<file path="src/rtl/load_store_unit.sv">
// RV32I memory-access stage: byte-lane placement for stores, sign/zero extension for loads, req/gnt/rvalid data port.
// Latency: store 2 cycles, load 3 cycles minimum; upstream stalls on o_busy until the access completes or aborts.
module load_store_unit #(
  parameter int TIMEOUT_CYCLES = 255
) (
  input  logic        i_clk,
  input  logic        i_rst,
  input  logic        i_valid,
  input  logic [3:0]  i_mem_op,
  input  logic [31:0] i_addr,
  input  logic [31:0] i_wdata,
  input  logic [4:0]  i_rd,
  output logic        o_busy,
  output logic        o_dmem_req,
  output logic        o_dmem_we,
  output logic [31:0] o_dmem_addr,
  output logic [3:0]  o_dmem_be,
  output logic [31:0] o_dmem_wdata,
  input  logic        i_dmem_gnt,
  input  logic        i_dmem_rvalid,
  input  logic [31:0] i_dmem_rdata,
  output logic        o_wb_valid,
  output logic [4:0]  o_wb_rd,
  output logic [31:0] o_wb_data,
  output logic        o_misalign,
  output logic        o_bus_err,
  output logic [31:0] o_fault_addr
);

  localparam logic [3:0] MEM_LB = 4'd0, MEM_LH = 4'd1, MEM_LW = 4'd2, MEM_LBU = 4'd3,
                         MEM_LHU = 4'd4, MEM_SB = 4'd5, MEM_SH = 4'd6, MEM_SW = 4'd7;

  // Counter only ever needs to reach TIMEOUT_CYCLES-1 before the abort fires.
  localparam int CW = (TIMEOUT_CYCLES > 1) ? $clog2(TIMEOUT_CYCLES) : 1;
  localparam logic [CW-1:0] LIMIT = CW'((TIMEOUT_CYCLES > 0) ? TIMEOUT_CYCLES - 1 : 0);

  typedef enum logic [1:0] {IDLE, REQ, WAIT} state_t;

  state_t        state;
  logic [3:0]    op_q;
  logic [31:0]   addr_q;
  logic [4:0]    rd_q;
  logic [CW-1:0] cnt;

  logic          fault;
  logic          is_store;
  logic [3:0]    st_be;
  logic [31:0]   st_wdata;
  logic [31:0]   byte_word;
  logic [7:0]    ld_byte;
  logic [15:0]   ld_half;
  logic [31:0]   ld_data;
  logic          timed_out;

  assign o_busy    = (state != IDLE);
  assign timed_out = (TIMEOUT_CYCLES != 0) && (cnt == LIMIT);

  always_comb begin
    fault    = 1'b0;
    is_store = 1'b0;
    st_be    = 4'b1111;
    st_wdata = i_wdata;
    case (i_mem_op)
      MEM_LB, MEM_LBU: fault = 1'b0;
      MEM_LH, MEM_LHU: fault = i_addr[0];
      MEM_LW:          fault = |i_addr[1:0];
      MEM_SB: begin
        is_store = 1'b1;
        st_be    = 4'b0001 << i_addr[1:0];
        st_wdata = {4{i_wdata[7:0]}};
      end
      MEM_SH: begin
        is_store = 1'b1;
        fault    = i_addr[0];
        st_be    = i_addr[1] ? 4'b1100 : 4'b0011;
        st_wdata = {2{i_wdata[15:0]}};
      end
      MEM_SW: begin
        is_store = 1'b1;
        fault    = |i_addr[1:0];
      end
      default: fault = 1'b1;
    endcase
  end

  assign byte_word = i_dmem_rdata >> {addr_q[1:0], 3'b000};
  assign ld_byte   = byte_word[7:0];
  assign ld_half   = addr_q[1] ? i_dmem_rdata[31:16] : i_dmem_rdata[15:0];

  always_comb begin
    ld_data = i_dmem_rdata;
    case (op_q)
      MEM_LB:  ld_data = {{24{ld_byte[7]}}, ld_byte};
      MEM_LBU: ld_data = {24'd0, ld_byte};
      MEM_LH:  ld_data = {{16{ld_half[15]}}, ld_half};
      MEM_LHU: ld_data = {16'd0, ld_half};
      default: ld_data = i_dmem_rdata;
    endcase
  end

  always_ff @(posedge i_clk or posedge i_rst) begin
    if (i_rst) begin
      state        <= IDLE;
      op_q         <= '0;
      addr_q       <= '0;
      rd_q         <= '0;
      cnt          <= '0;
      o_dmem_req   <= 1'b0;
      o_dmem_we    <= 1'b0;
      o_dmem_addr  <= '0;
      o_dmem_be    <= '0;
      o_dmem_wdata <= '0;
      o_wb_valid   <= 1'b0;
      o_wb_rd      <= '0;
      o_wb_data    <= '0;
      o_misalign   <= 1'b0;
      o_bus_err    <= 1'b0;
      o_fault_addr <= '0;
    end else begin
      o_wb_valid <= 1'b0;
      o_misalign <= 1'b0;
      o_bus_err  <= 1'b0;
      case (state)
        IDLE: begin
          if (i_valid) begin
            if (fault) begin
              o_misalign   <= 1'b1;
              o_fault_addr <= i_addr;
            end else begin
              op_q         <= i_mem_op;
              addr_q       <= i_addr;
              rd_q         <= i_rd;
              cnt          <= '0;
              o_dmem_req   <= 1'b1;
              o_dmem_we    <= is_store;
              o_dmem_addr  <= {i_addr[31:2], 2'b00};
              o_dmem_be    <= st_be;
              o_dmem_wdata <= st_wdata;
              state        <= REQ;
            end
          end
        end
        REQ: begin
          // A grant in the limit cycle still wins over the timeout.
          if (i_dmem_gnt) begin
            o_dmem_req <= 1'b0;
            cnt        <= '0;
            state      <= o_dmem_we ? IDLE : WAIT;
          end else if (timed_out) begin
            o_dmem_req   <= 1'b0;
            o_bus_err    <= 1'b1;
            o_fault_addr <= addr_q;
            state        <= IDLE;
          end else begin
            cnt <= cnt + CW'(1);
          end
        end
        WAIT: begin
          if (i_dmem_rvalid) begin
            o_wb_valid <= 1'b1;
            o_wb_rd    <= rd_q;
            o_wb_data  <= ld_data;
            state      <= IDLE;
          end else if (timed_out) begin
            o_bus_err    <= 1'b1;
            o_fault_addr <= addr_q;
            state        <= IDLE;
          end else begin
            cnt <= cnt + CW'(1);
          end
        end
        default: state <= IDLE;
      endcase
    end
  end

endmodule

</file>
<file path="config.mk">
export PLATFORM = sky130hd
export DESIGN_NAME = load_store_unit
export DESIGN_NICKNAME = d
export VERILOG_FILES = /design/src/rtl/load_store_unit.sv
export SDC_FILE = /design/constraint.sdc
export NUM_CORES = 1
export LEC_CHECK = 0
export ABC_AREA = 1
export BUFFER_PORTS_ARGS = -buffer_cell sky130_fd_sc_hd__clkbuf_2
export CAP_MARGIN = 20
export CELL_PAD_IN_SITES_DETAIL_PLACEMENT = 0
export CELL_PAD_IN_SITES_GLOBAL_PLACEMENT = 1
export CORE_ASPECT_RATIO = 0.6
export CORE_UTILIZATION = 36
export DETAILED_ROUTE_END_ITERATION = 8
export HOLD_SLACK_MARGIN = 0.08
export PLACE_DENSITY = 0.88
export SYNTH_ARGS = -nofsm -noshare
export SYNTH_HDL_FRONTEND = slang
export SYNTH_SLANG_ARGS = --single-unit
export TNS_END_PERCENT = 1
</file>
<file path="constraint.sdc">
create_clock -name i_clk -period 6.03 [get_ports i_clk]
set_clock_uncertainty 0.1 [all_clocks]
set_input_delay 0.9045 -clock i_clk [delete_from_list [all_inputs] [get_ports i_clk]]
set_output_delay 0.9045 -clock i_clk [all_outputs]
set_load 0.02 [all_outputs]
</file>
==> flow_summary.toml, run 1 <==
[placement]
gp_congestion = 0.851
place_ws_ns = 2.34
post_dp_cell_area_mm2 = 0.00972
port_buffers = 250
place.detailed.hpwl_um = 18100

[timing]
finalMaxSlewViolations = 0
period_share_pct = 50.8
fin_crit_ns = 3.06
fmax_mhz = 326
rsz0062_at_grt = "no"
setup_slack_ns = 2.97
setup_tns_ns = 0
final_hold_viol_count = 0
relSlewSlack_pct = 35.6
finalSetupViolations = 0
worst_pin_slew_ns = 0.966

[critical_path]
end_kind = "register"
crit_chain = "clkbuf_2 -> inv_1 -> a21oi_1 -> a21oi_4 -> nand3_4 -> nor2_4 -> buf_4 -> nand2_1 -> nand2_1"
arrival_ns = 3.33
crit_type = "in2reg"
worstPathRequired_ns = 6.30
worst_path_largest_cell_delay_ns = 0.86
worstPathMaxFanout = 34
crit_top_cell = "nand2_1"
cp-start-kind = "input pin"
path_buf_inv = 3
cpMaxStageDelayCell = "nor2_4"
cp_top_family = "simple AND/OR/NAND/NOR gates"

[clocking]
cts_hold_buf = 0
cts_resized = 0
cts_setup_buffers = 0
htreeDepth = 4
path_clk_slew_ns = 0.07
clock_latency_ns = 0.43
root_buffer = "clkbuf_16"
numCtsBuffers = 17
cts.path.max_buffers = 2
clock_sinks = 161
tritoncts = "built"

[synth]
syn_avg_cell_area_um2 = 7.05
synthArstFlopShare_pct = 100
synth.ff_latch_count = 161
synth-edff-count = 0
synthFlopType = "dfrtp_1"
synth_cell_types = 29
synth_warnings = 0
syn_area_mm2 = 0.00849
netlist_instances = 1204
synth-seq-area-share_pct = 47.4

[finish]
drive_gt1_share_pct = 22.0
nets = 1510
seq_area_mm2 = 0.00403
design_area_mm2 = 0.0103
fillers = 2437
multi_input_area_mm2 = 0.00373
fin_util_pct = 44.7
n_antenna_cell = 0
syn_to_final_growth_pct = 21.8
layout_common_cells = "574 x nand2_1, 250 x clkbuf_2, 161 x dfrtp_1"
final_common_cell = "nand2_1"

[die]
io_pins = 253
core_area_mm2 = 0.0231
die_area_mm2 = 0.0242
die_y_um = 121
fp.dieW_um = 200
initial_utilization_pct = 36.7
rows = 43

[detailed_routing]
dr.pass1.iters = 4
drt_iter0_drc = 609
ant_nets = 0
wl_per_cell_um = 14.8
vias_per_cell = 4.75
num_vias = 8179
detail_route.wirelength_um = 25500
drc = 0

[pwr]
leakagePower_nw = 5.86
powerDensity_mw_per_mm2 = 585
internal_power_mw = 3.14
ir_drop_mv = 0.294
combPwrFrac_pct = 49.6
seq_power_share_pct = 32.0
finalPower_mw = 6.06
switching_share_pct = 48.2
power_switching_mw = 2.92
clock_power_share_pct = 18.4

[global_routing]
grt_overflow = 0
grt_max_degree = 73
grt_pass1_wl_um = 40900
antenna_found_initial = 0
grt_usage_pct = 21.4
grt_pass1_vias = 7467

[hold_path]
holdCritPathClass = "in2async"

[status]
status = "finished clean"

[job]
max_cap_viol_count = 0
## power by group through the flow
stage / Combinational (mW) / Sequential (mW) / Clock, mW
6_report: 3.01 / 1.94 / 1.11
5_1_grt: 3.38 / 2.01 / 1.19
4_1_cts: 3.01 / 1.94 / 1.14
3_5_place_dp: 3.01 / 1.94 / 0
3_3_place_gp: 2.95 / 1.94 / 0
2_1_floorplan: 1.82 / 2.26 / 0
## final cells by class
type | count | share of cell area, %
Clock buffer | 19 | 4.28
Clock inverter | 13 | 1.48
Tap cell | 315 | 3.81
Multi-Input combinational cell | 886 | 36.0
Timing Repair Buffer | 259 | 12.9
Sequential cell | 161 | 38.9
Inverter | 69 | 2.55
## cell families (layout without fill, tap and decap cells)
family | after synthesis | count (layout) | share of synthesized area (%)
and+or+nand+nor | 773 | 773 | 36.1
DFF | 161 | 161 | 47.4
buffers and inverters | 158 | 360 | 8.87
AOI/OAI and AO/OA | 105 | 105 | 6.63
adders and majority gates | 6 | 6 | 0.884
other | 1 | 2 | 0.0442
## state kept, by name, indices dropped and copies added (netlist names)
signal	cells
rd_q	5
o_bus_err	1
addr_q	32
o_dmem_be	4
state	2
o_wb_data	32
o_fault_addr	32
cnt	8
o_misalign	1
op_q	4
o_dmem_req	1
o_dmem_wdata	32
o_dmem_we	1
o_wb_valid	1
o_wb_rd	5
## path summary, 6_finish.rpt
kind	start	to	slack (ns)	depth (start not counted)
min in group i_clk	o_fault_addr[4]$_DFFE_PP0P_	o_fault_addr[4]$_DFFE_PP0P_	0.37	2
min	i_rst	o_dmem_wdata[8]$_DFFE_PP0P_	0.36	2
max reg2reg	state[0]$_DFFE_PP0P_	o_fault_addr[17]$_DFFE_PP0P_	3.02	11
max	i_addr[0]	addr_q[6]$_DFFE_PP0P_	2.97	9
max in group asynchronous	i_rst	o_wb_data[8]$_DFFE_PP0P_	4.16	3
min reg2reg	o_fault_addr[4]$_DFFE_PP0P_	o_fault_addr[4]$_DFFE_PP0P_	0.37	2
## cell usage after synthesis (2+ instances only)
cell	count	area, um^2
nand2_1	574	2150
dfrtp_1	161	4030
nor2_1	110	413
o21ai_0	69	345
inv_1	64	240
nand3_1	64	320
buf_4	36	270
clkbuf_1	31	116
a21oi_1	25	125
buf_2	20	100
nand4_1	8	50.1
o211ai_1	8	60.1
or2_2	8	50.1
ha_1	6	75.1
inv_2	3	11.3
buf_1	2	7.51
clkinv_1	2	7.51
nand3b_1	2	15.0
## per-layer routing
layer	wire, um	global-route usage [%]	share of wire, %	up-vias
li1	-	-	-	4079
met1	12300	31.1	48	3814
met2	10700	30.4	42	270
met3	2330	7.22	9.2	16
met4	228	4.91	0.89	0
met5	0	0	0	-
## through the flow
step	hold WS [ns]	instances
CTS	0.355	1721
global route	0.367	1722
finish	0.356	1722
global placement	0.357	1689
detailed placement	0.359	1689
floorplan	0.342	1205
Note: power is estimated with default switching activity, not from simulation.
==> run 2: changes to the inputs <==
CORE_UTILIZATION = 33   (was 36)
PLACE_DENSITY = 0.85   (was 0.88)
clock period = 2.8 ns   (was 6.03 ns; I/O delays follow)
==> run 2 against run 1 <==
Effect of this change: wire length grew 4.0%; worst setup slack lost 2.4 ns; sequential power grew 110%; critical path depth shrank 2; sequential share of layout area shrank 1.9 points; critical endpoint is now cnt[6]$_DFFE_PP0P_; cell area grew 5.1%; die area grew 9.0%; sequential cell count is the same; non-clock buffer count grew 49.
==> flow_summary.toml, run 2 (same netlist as run 1, synthesis figures left out) <==
[die]
io_pins = 253
die_area_mm2 = 0.0264
core_area_mm2 = 0.0253
fp.dieW_um = 209
rows = 45
initial_utilization_pct = 33.6
die_y_um = 126

[timing]
fin_crit_ns = 2.28
finalSetupViolations = 0
relSlewSlack_pct = 54.1
worst_pin_slew_ns = 0.689
period_share_pct = 81.4
setup_slack_ns = 0.520
setup_tns_ns = 0
hold_ws_ns = 0.112
fmax_mhz = 439
rsz0062_at_grt = "no"
finalMaxSlewViolations = 0
final_hold_viol_count = 0

[clocking]
clock_sinks = 161
path_clk_slew_ns = 0.07
clock_latency_ns = 0.45
numCtsBuffers = 17
cts.path.max_buffers = 2
htreeDepth = 4
cts_setup_buffers = 0
cts_resized = 0
root_buffer = "clkbuf_16"
tritoncts = "built"

[placement]
place.detailed.hpwl_um = 18600
gp_congestion = 0.870
port_buffers = 250
place_ws_ns = 0.522
post_dp_cell_area_mm2 = 0.00991
placedCellCount = 1717

[critical_path]
crit_top_cell = "nand2_1"
worstPathMaxFanout = 10
worst_path_largest_cell_delay_ns = 0.44
cp-start-kind = "register"
crit_type = "reg2reg"
worstPathRequired_ns = 3.06
arrival_ns = 2.54
crit_chain = "inv_1 -> ha_1 -> nand2_1 -> nand2_1 -> a21oi_2 -> nand2_1 -> o21ai_0"
cpMaxStageDelayCell = "dfrtp_1"
end_kind = "register"

[finish]
fin_cells = 1786
design_area_mm2 = 0.0109
layout_common_cells = "574 x nand2_1, 250 x clkbuf_2, 161 x dfrtp_1"
final_common_cell = "nand2_1"
fin_util_pct = 43.0
nets = 1559
syn_to_final_growth_pct = 28.0
drive_gt1_share_pct = 22.3

[pwr]
ir_drop_mv = 0.547
seq_power_share_pct = 31.4
leakagePower_nw = 6.10
clock_power_share_pct = 18.3
internal_power_mw = 6.84
powerDensity_mw_per_mm2 = 1210
switching_share_pct = 48.0
power_switching_mw = 6.32
finalPower_mw = 13.2
combPwrFrac_pct = 50.2

[global_routing]
grt_usage_pct = 20.7
grt_pass1_vias = 7652
antenna_found_initial = 1
grt_max_degree = 70
grt_overflow = 0
grt_pass1_wl_um = 42200

[status]
status = "finished clean"

[hold_path]
holdCritPathClass = "in2reg"

[detailed_routing]
num_vias = 8368
detail_route.wirelength_um = 26500
dr.pass1.iters = 5
wl_per_cell_um = 14.8
drt_iter0_drc = 565
vias_per_cell = 4.69
drc = 0
ant_nets = 0

[job]
max_cap_viol_count = 0
## run 2: cell types whose count changed in the layout (fill, tap and decap cells not counted), sizes merged
cell / before / now
dlygate4sd3: 0 / 36
inv: 71 / 67
clkbuf: 269 / 270
clkinv: 5 / 11
buf: 9 / 22
clkinvlp: 4 / 1
diode: 0 / 1
## run 2: cell type report
| class | instances | area (um^2) |
|---|---|---|
| clock inverters | 12 | 133 |
| fillers | 2615 | 14400 |
| well taps | 329 | 412 |
| inverters | 69 | 263 |
| multi-input cells | 886 | 3730 |
| diodes | 1 | 2.50 |
| clock buffers | 20 | 467 |
| repair buffers | 308 | 1840 |
| flip-flops and latches | 161 | 4030 |
## run 2: worst paths after layout
kind	start	endpoint	slack (ns)	cells after the start
worst max register to register	state[0]$_DFFE_PP0P_	cnt[6]$_DFFE_PP0P_	0.52	7
max in group asynchronous	i_rst	addr_q[18]$_DFFE_PP0P_	1.43	4
worst min-delay path	i_wdata[4]	o_dmem_wdata[4]$_DFFE_PP0P_	0.11	3
worst min register to register	o_fault_addr[1]$_DFFE_PP0P_	o_fault_addr[1]$_DFFE_PP0P_	0.37	2
min in group asynchronous	i_rst	o_wb_rd[2]$_DFFE_PP0P_	0.45	3
worst max-delay path	state[0]$_DFFE_PP0P_	cnt[6]$_DFFE_PP0P_	0.52	7
## run 2: power by group through the flow
stage               Sequential (mW)  Clock [mW]  Combinational [mW]
CTS                            4.14        2.48                6.67
floorplan                      4.87           0                3.91
finish                         4.14        2.41                6.61
global placement               4.13           0                6.53
detailed placement             4.15           0                6.62
global route                   4.27        2.57                7.42
## run 2: timing repair
item,4_1_cts,5_1_grt
setup endpoints to repair,0,0
hold buffers,36,0
hold endpoints to repair,50,0
## run 2: critical path, delay by kind of cell (launching register included)
family	cells	cell delay [ns]
simple gates	3	0.66
compound gates	2	0.60
fa+ha+maj	1	0.31
flops	1	0.44
buf+inv	1	0.09
## run 2: metal layers
metal / track usage, % / share of wire [%]
met3: 6.73 / 7.2
met5: 0 / 0
met1: 29.6 / 49
met4: 5.75 / 1.2
met2: 29.7 / 42
